`config.mk`:
```
export PLATFORM = sky130hd
export DESIGN_NAME = uart_rx_8n1
export DESIGN_NICKNAME = d
export VERILOG_FILES = /design/src/rtl/uart_rx_8n1.sv
export SDC_FILE = /design/constraint.sdc
export NUM_CORES = 1
export LEC_CHECK = 0
export CAP_MARGIN = 5
export CELL_PAD_IN_SITES_DETAIL_PLACEMENT = 1
export CELL_PAD_IN_SITES_GLOBAL_PLACEMENT = 2
export CORE_UTILIZATION = 25
export DETAILED_ROUTE_END_ITERATION = 10
export PLACE_DENSITY = 0.61
export SYNTH_ARGS = -nofsm -noshare
export SYNTH_HDL_FRONTEND = slang
export SYNTH_SLANG_ARGS = --single-unit
```
`constraint.sdc`:
```
create_clock -name clk -period 2.3 [get_ports clk]
set_clock_uncertainty 0.15 [all_clocks]
set_input_delay 0.46 -clock clk [delete_from_list [all_inputs] [get_ports clk]]
set_output_delay 0.46 -clock clk [all_outputs]
set_load 0.05 [all_outputs]
```
`src/rtl/uart_rx_8n1.sv`:
```
// uart_rx_8n1: 8N1 serial receiver with 16x oversampling.
// Received bytes are held in rxbyte with a valid/acknowledge handshake;
// overrun and frame_err are single-clock registered pulses.
module uart_rx_8n1 #(
   parameter int unsigned CLK_DIV = 78   // system clocks per oversample tick, 2..65535
) (
   input  logic       clk,
   input  logic       rst,
   input  logic       rx,
   input  logic       rxack,
   output logic [7:0] rxbyte,
   output logic       rxvalid,
   output logic       overrun,
   output logic       frame_err
);

   typedef enum logic [2:0] {
      IDLE,
      START,
      DATA,
      STOP,
      BRK
   } state_t;

   localparam logic [15:0] DIV_LAST = 16'(CLK_DIV - 1);

   state_t      state;
   logic        rx_meta;
   logic        rx_s;
   logic [15:0] div_cnt;
   logic [3:0]  samp_cnt;
   logic [2:0]  bit_cnt;
   logic [7:0]  shift;
   logic        tick;

   // Two-flop synchronizer for the asynchronous serial line; idles high.
   // NOTE: registers use non-blocking (<=) so every flop samples pre-edge values.
   always_ff @(posedge clk or posedge rst) begin
      if (rst) begin
         rx_meta <= 1'b1;
         rx_s    <= 1'b1;
      end else begin
         rx_meta <= rx;
         rx_s    <= rx_meta;
      end
   end

   // One oversample tick per CLK_DIV clocks, on the last count.
   assign tick = (div_cnt == DIV_LAST);

   // Receiver FSM with tick/sample/bit counters, shift register and registered outputs.
   always_ff @(posedge clk or posedge rst) begin
      if (rst) begin
         state     <= IDLE;
         div_cnt   <= '0;
         samp_cnt  <= '0;
         bit_cnt   <= '0;
         shift     <= '0;
         rxbyte    <= '0;
         rxvalid   <= 1'b0;
         overrun   <= 1'b0;
         frame_err <= 1'b0;
      end else begin
         // Status outputs are pulses unless set below.
         overrun   <= 1'b0;
         frame_err <= 1'b0;

         // Consumer acknowledge; a same-cycle load below overrides this.
         if (rxack && rxvalid) begin
            rxvalid <= 1'b0;
         end

         // The tick counter is parked at zero while idle so a start edge
         // always begins a fresh half-bit measurement.
         if (state == IDLE || tick) begin
            div_cnt <= '0;
         end else begin
            div_cnt <= div_cnt + 16'd1;
         end

         case (state)
            IDLE: begin
               samp_cnt <= '0;
               bit_cnt  <= '0;
               if (!rx_s) begin
                  state <= START;
               end
            end

            START: begin
               if (tick) begin
                  if (samp_cnt == 4'd7) begin
                     // Middle of the start bit: a high line was only a glitch.
                     samp_cnt <= '0;
                     bit_cnt  <= '0;
                     state    <= rx_s ? IDLE : DATA;
                  end else begin
                     samp_cnt <= samp_cnt + 4'd1;
                  end
               end
            end

            DATA: begin
               if (tick) begin
                  // Wraps 15 -> 0 at each bit boundary.
                  samp_cnt <= samp_cnt + 4'd1;
                  if (samp_cnt == 4'd15) begin
                     shift   <= {rx_s, shift[7:1]};
                     bit_cnt <= bit_cnt + 3'd1;
                     if (bit_cnt == 3'd7) begin
                        state <= STOP;
                     end
                  end
               end
            end

            STOP: begin
               if (tick) begin
                  samp_cnt <= samp_cnt + 4'd1;
                  if (samp_cnt == 4'd15) begin
                     if (rx_s) begin
                        rxbyte  <= shift;
                        rxvalid <= 1'b1;
                        overrun <= rxvalid && !rxack;
                        state   <= IDLE;
                     end else begin
                        frame_err <= 1'b1;
                        state     <= BRK;
                     end
                  end
               end
            end

            BRK: begin
               // A held-low line (break) must return high before the next frame.
               if (rx_s) begin
                  state <= IDLE;
               end
            end

            default: begin
               state <= IDLE;
            end
         endcase
      end
   end

endmodule

```
Word-level counts from Yosys, hierarchy flattened
Index checks and enable logic that the tools add are counted.

word-level totals
  register bits after elaboration = 47
  input bits = 4
  output and inout bits = 11
  word-level logic and storage cells = 80

cells by class
  add/subtract/negate cells = 3
  equal/unequal tests = 18
  mux-type cells = 35
  reduce and logical (&&, ||, !) cells = 13

operators with widths
  cell                     count
  $mux W3                  14
  $ne A2 B2 Y1 const B     9
  $add A16 B1 Y16 const B  1
  $eq A16 B7 Y1 const B    1
  $mux W16                 1
  $pmux W3 S5              1
  $mux W1                  13
  $mux W4                  3
  $pmux W4 S3              1
  $pmux W3 S3              1
  $reduce_and A9 Y1        1
  $eq A3 B2 Y1 const B     2
  $eq A3 B3 Y1 const B     2
  $reduce_and A3 Y1        2
  $reduce_bool A3 Y1       2
  $reduce_and A5 Y1        1
  $add A4 B1 Y4 const B    1
  $eq A4 B3 Y1 const B     1
  $eq A4 B4 Y1 const B     1
  $reduce_and A4 Y1        1
  $add A3 B1 Y3 const B    1
  $eq A3 B1 Y1 const B     1
  $logic_not A3 Y1         1
  $logic_and A1 B1 Y1      2
  other kinds (5)          5

Longest topological paths before layout
  word-level depth = 6
  mapped depth = 8
  gate-level depth less buffers = 7

Least setup slack after synthesis
No wires, ideal clock.

  path kind = register to register
  from = reg div_cnt[11]
  to = reg shift[0]
  setup time = 0.125 ns
  data arrival time = 1.795 ns
  required time = 2.025 ns
  setup slack = 0.231 ns
  cell stages (with the launch flop) = 7
  path buffers = 1
  cells stage by stage = dfrtp_1 nor4_2 and4_1 buf_6 nand4_4 nor3_4 mux2_2

between the ends
  cells in the longest elaborated chain, start to end = 2

RTL lines
  item                                RTL line  RTL
  start, declared                     30        logic [15:0] div_cnt;
  start signal, assigned              78        div_cnt <= div_cnt + 16'd1;
  $eq A16 B7 Y1                       49        assign tick = (div_cnt == DIV_LAST);
  $reduce_and A3 Y1 (no source line)  --
  end signal, assigned                108       shift <= {rx_s, shift[7:1]};
  end, declared                       33        logic [7:0] shift;

No other way between the ends.
A chain may end at the register's enable or synchronous reset.

Worst setup path in the final report
  from = reg div_cnt[12]
  to = reg shift[5]

Same word-level chain as after synthesis.

==> impl_metrics.csv <==
group,metric,value,unit
floorplanning,design.portCount,15,
layout,final_common_cell,"sky130_fd_sc_hd__dfrtp_1",
clock_tree,clk_path_buf_depth,2,
global_routing,globalRoute.totalOverflow,0,
clock_tree,htreeDepth,2,
routing,drt-vias-per-instance,4.60,
place,placed_cells,327,
critical_path,crit_chain,"nor4b_1, and4_2, nand4_4, nor3_4, buf_12, mux2_2",
worst_hold_path,hold_class,"reg2reg",
synthesis,yosysWarnings,0,
synthesis,post_synth_instance_area,2200,um2
floorplanning,design.core.area,8380,um2
critical_path,required,2.35,ns
routing,detailroute.via_count,1541,
layout,final_cells,335,
floorplanning,floorplan.die_area,9190,um2
timing,grt_setup_unrepaired,"false",
timing,fin_worst_hold_slack,0.212,ns
place,portBuffers,14,
pwr,overall_power,1.49,mW
timing,setup_tns,0,ns
routing,antenna_violating_nets_post_route,0,
pwr,vdd_ir_drop_max,224,uV
layout,antenna_cells,0,
pwr,powerDensity,553,nW/um2
timing,timing.final.crit_share,0.925,
floorplanning,die_w,95.9,um
layout,mostFrequentLayoutCells,"sky130_fd_sc_hd__dfrtp_1 (45), sky130_fd_sc_hd__nor2_1 (22), sky130_fd_sc_hd__mux2_2 (17)",
clock_tree,clk-insertion-delay-late,0.30,ns
timing,finalWorstSetupSlack,0.173,ns
layout,fin_nets,238,
place,placement.setup.worst_slack,0.0997,ns
critical_path,reg2regPathDepth,6,
routing,first_pass_iters,4,
layout,final_cell_area,2690,um2
pwr,static_leakage,1.23,nW
timing,timing.fmax,470,MHz
synthesis,postSynthCellCount,201,
critical_path,max_stage_delay,0.46,ns
layout,post_route_cells_drive_above_1_share,0.204,
critical_path,worstReg2RegEnd,"shift[5]",
global_routing,global_route_wire_length_before_repair,8270,um
synthesis,postSynthAreaPerCell,11.0,um2
synthesis,yosys.cell_types.count,37,
critical_path,crit_arrival,2.17,ns
timing,final-max-slew-violation-count,0,
critical_path,cp_slowest_cell,"sky130_fd_sc_hd__dfrtp_1",
critical_path,worstSetupStartpointType,"flip-flop",
worst_hold_path,whs_path_depth,0,
routing,route.final.wire_length,4690,um
synthesis,synthesis.nets,210,
routing,route.detailed.drc,0,
synthesis,ys_seq_elements,47,
worst_hold_path,hp-start,"rx_meta",
critical_path,crit_path_max_fanout,8,
global_routing,antenna_found_initial,0,
layout,finish.utilization,0.321,
clock_tree,cts.sinks,47,
clock_tree,clock-root-buffer,"sky130_fd_sc_hd__clkbuf_8",
timing,post-route-min-period,2.13,ns
clock_tree,clk_pin_slew,0.10,ns
global_routing,first_global_vias,1626,
critical_path,critical_r2r_launch,"div_cnt[12]",
job,drv_cap,0,
place,gp_congestion,0.737,
timing,relSlewSlack,0.659,
worst_hold_path,holdPathEnd,"rx_s",
timing,hold_viol_final,0,
place,post-dp-hpwl,3260,um
floorplanning,chipHeight,95.9,um
layout,fill_cells,944,
layout,flow.area_growth_from_synthesis,22.3,%
routing,post_drt_wl_per_cell,14.0,um
status,outcome,"complete, no violations",
critical_path,worstSetupPathType,"reg2reg",
global_routing,largest_net_degree_at_the_start_of_global_routing,48,
routing,drt_first_iter_violations,69,
timing,worst_pin_slew,0.510,ns
clock_tree,tritoncts,"yes",
place,placedInstanceArea,2560,um2
clock_tree,post_cts_repair_setup_buffers,0,
critical_path,setup.reg_to_reg.worst_slack,0.17,ns
clock_tree,cts-buffers-inserted,5,
floorplanning,cell_row_count,33,
global_routing,global_route.usage.total,0.119,
synthesis,yosysSeqAreaShare,0.535,
floorplanning,floorplan.initialDensity,0.263,
timing,finalSetupViolCount,0,
critical_path,kind_of_capture_point_of_the_worst_setup_path,"flip-flop",
==> Yosys cell counts, drive strengths merged <==
cell     instances  area, um2
nor3b            1       7.51
o211ai           1       7.51
buf              3       20.0
or3              3       18.8
and4b            1       10.0
mux2            17        191
ha               5       62.6
dfrtp           45       1130
and4             1       8.76
nand4            7       65.1
nor2            22       82.6
inv              9       33.8
a31oi            2       12.5
a2bb2oi          1       8.76
o22ai            2       12.5
nor4b            1       8.76
nor3             8       51.3
dfstp            2       52.6
o21a             1       7.51
nor4             4       37.5
o21ai            8       40.0
nand2b           4       25.0
xor2             8       70.1
a21oi            8       40.0
nand3           10       50.1
a41oi            1       8.76
clkbuf           2       7.51
mux2i            2       20.0
xnor2            6       52.6
and3             1       6.26
nand2           15       56.3
==> cells by family (layout without fill, tap and decap cells) <==
| kind of cell | after synthesis | after routing | synth area share |
|---|---|---|---|
| fa+ha+maj | 5 | 5 | 0.0284 |
| flops | 47 | 47 | 0.535 |
| mux | 19 | 19 | 0.0960 |
| compound gates | 24 | 24 | 0.0625 |
| xor+xnor | 14 | 14 | 0.0557 |
| buf+inv | 14 | 43 | 0.0278 |
| simple gates | 78 | 78 | 0.194 |
==> power by group <==
part	internal [mW]	switching, mW
Sequential	0.829	0.00238
Clock	0.330	0.300
Combinational	0.00961	0.0184
Total	1.17	0.321
==> critical path: cells and delay by family, from the launching register on <==
family / cells / cell delay, ns
buffers and inverters: 1 / 0.15
DFF: 1 / 0.46
muxes: 1 / 0.33
and+or+nand+nor: 4 / 0.94
==> worst max path at each step <==
stage	slack, ns	end	start	cells after the start
finish	0.17	shift[5]	div_cnt[12]	6
global route	0.02	rxbyte[0]	div_cnt[1]	8
CTS	0.08	rxbyte[0]	div_cnt[1]	8
detailed placement	0.1	rxbyte[4]	div_cnt[1]	8
global placement	0.14	rxbyte[3]	div_cnt[1]	8
floorplan	0.23	shift[0]	div_cnt[11]	6
==> registers in the layout (all words and copies together) (netlist names) <==
signal     flops
div_cnt       16
rxbyte         8
shift          8
samp_cnt       4
bit_cnt        3
state          3
frame_err      1
overrun        1
rx_meta        1
rx_s           1
rxvalid        1
==> routing by layer <==
layer | vias to the layer above | part of all wire | GRT usage
met1 | 765 | 0.53 | 0.179
li1 | 758 | - | -
met5 | - | 0 | 0
met4 | 0 | 0.014 | 0.0448
met2 | 14 | 0.44 | 0.167
met3 | 4 | 0.025 | 0.0229
==> cell type report <==
cell class	instances	area, um2	share of cell area
Timing Repair Buffer	26	255	0.0948
Clock inverter	3	47.5	0.0177
Clock buffer	5	68.8	0.0256
Multi-Input combinational cell	140	977	0.363
Inverter	9	33.8	0.0125
Tap cell	105	131	0.0488
Sequential cell	47	1180	0.438
==> repair_timing <==
action                     CTS  global route
hold buffers                 0             0
resized for setup            0             3
setup endpoints to repair    0            17
Note: power is estimated with default switching activity, not from simulation.
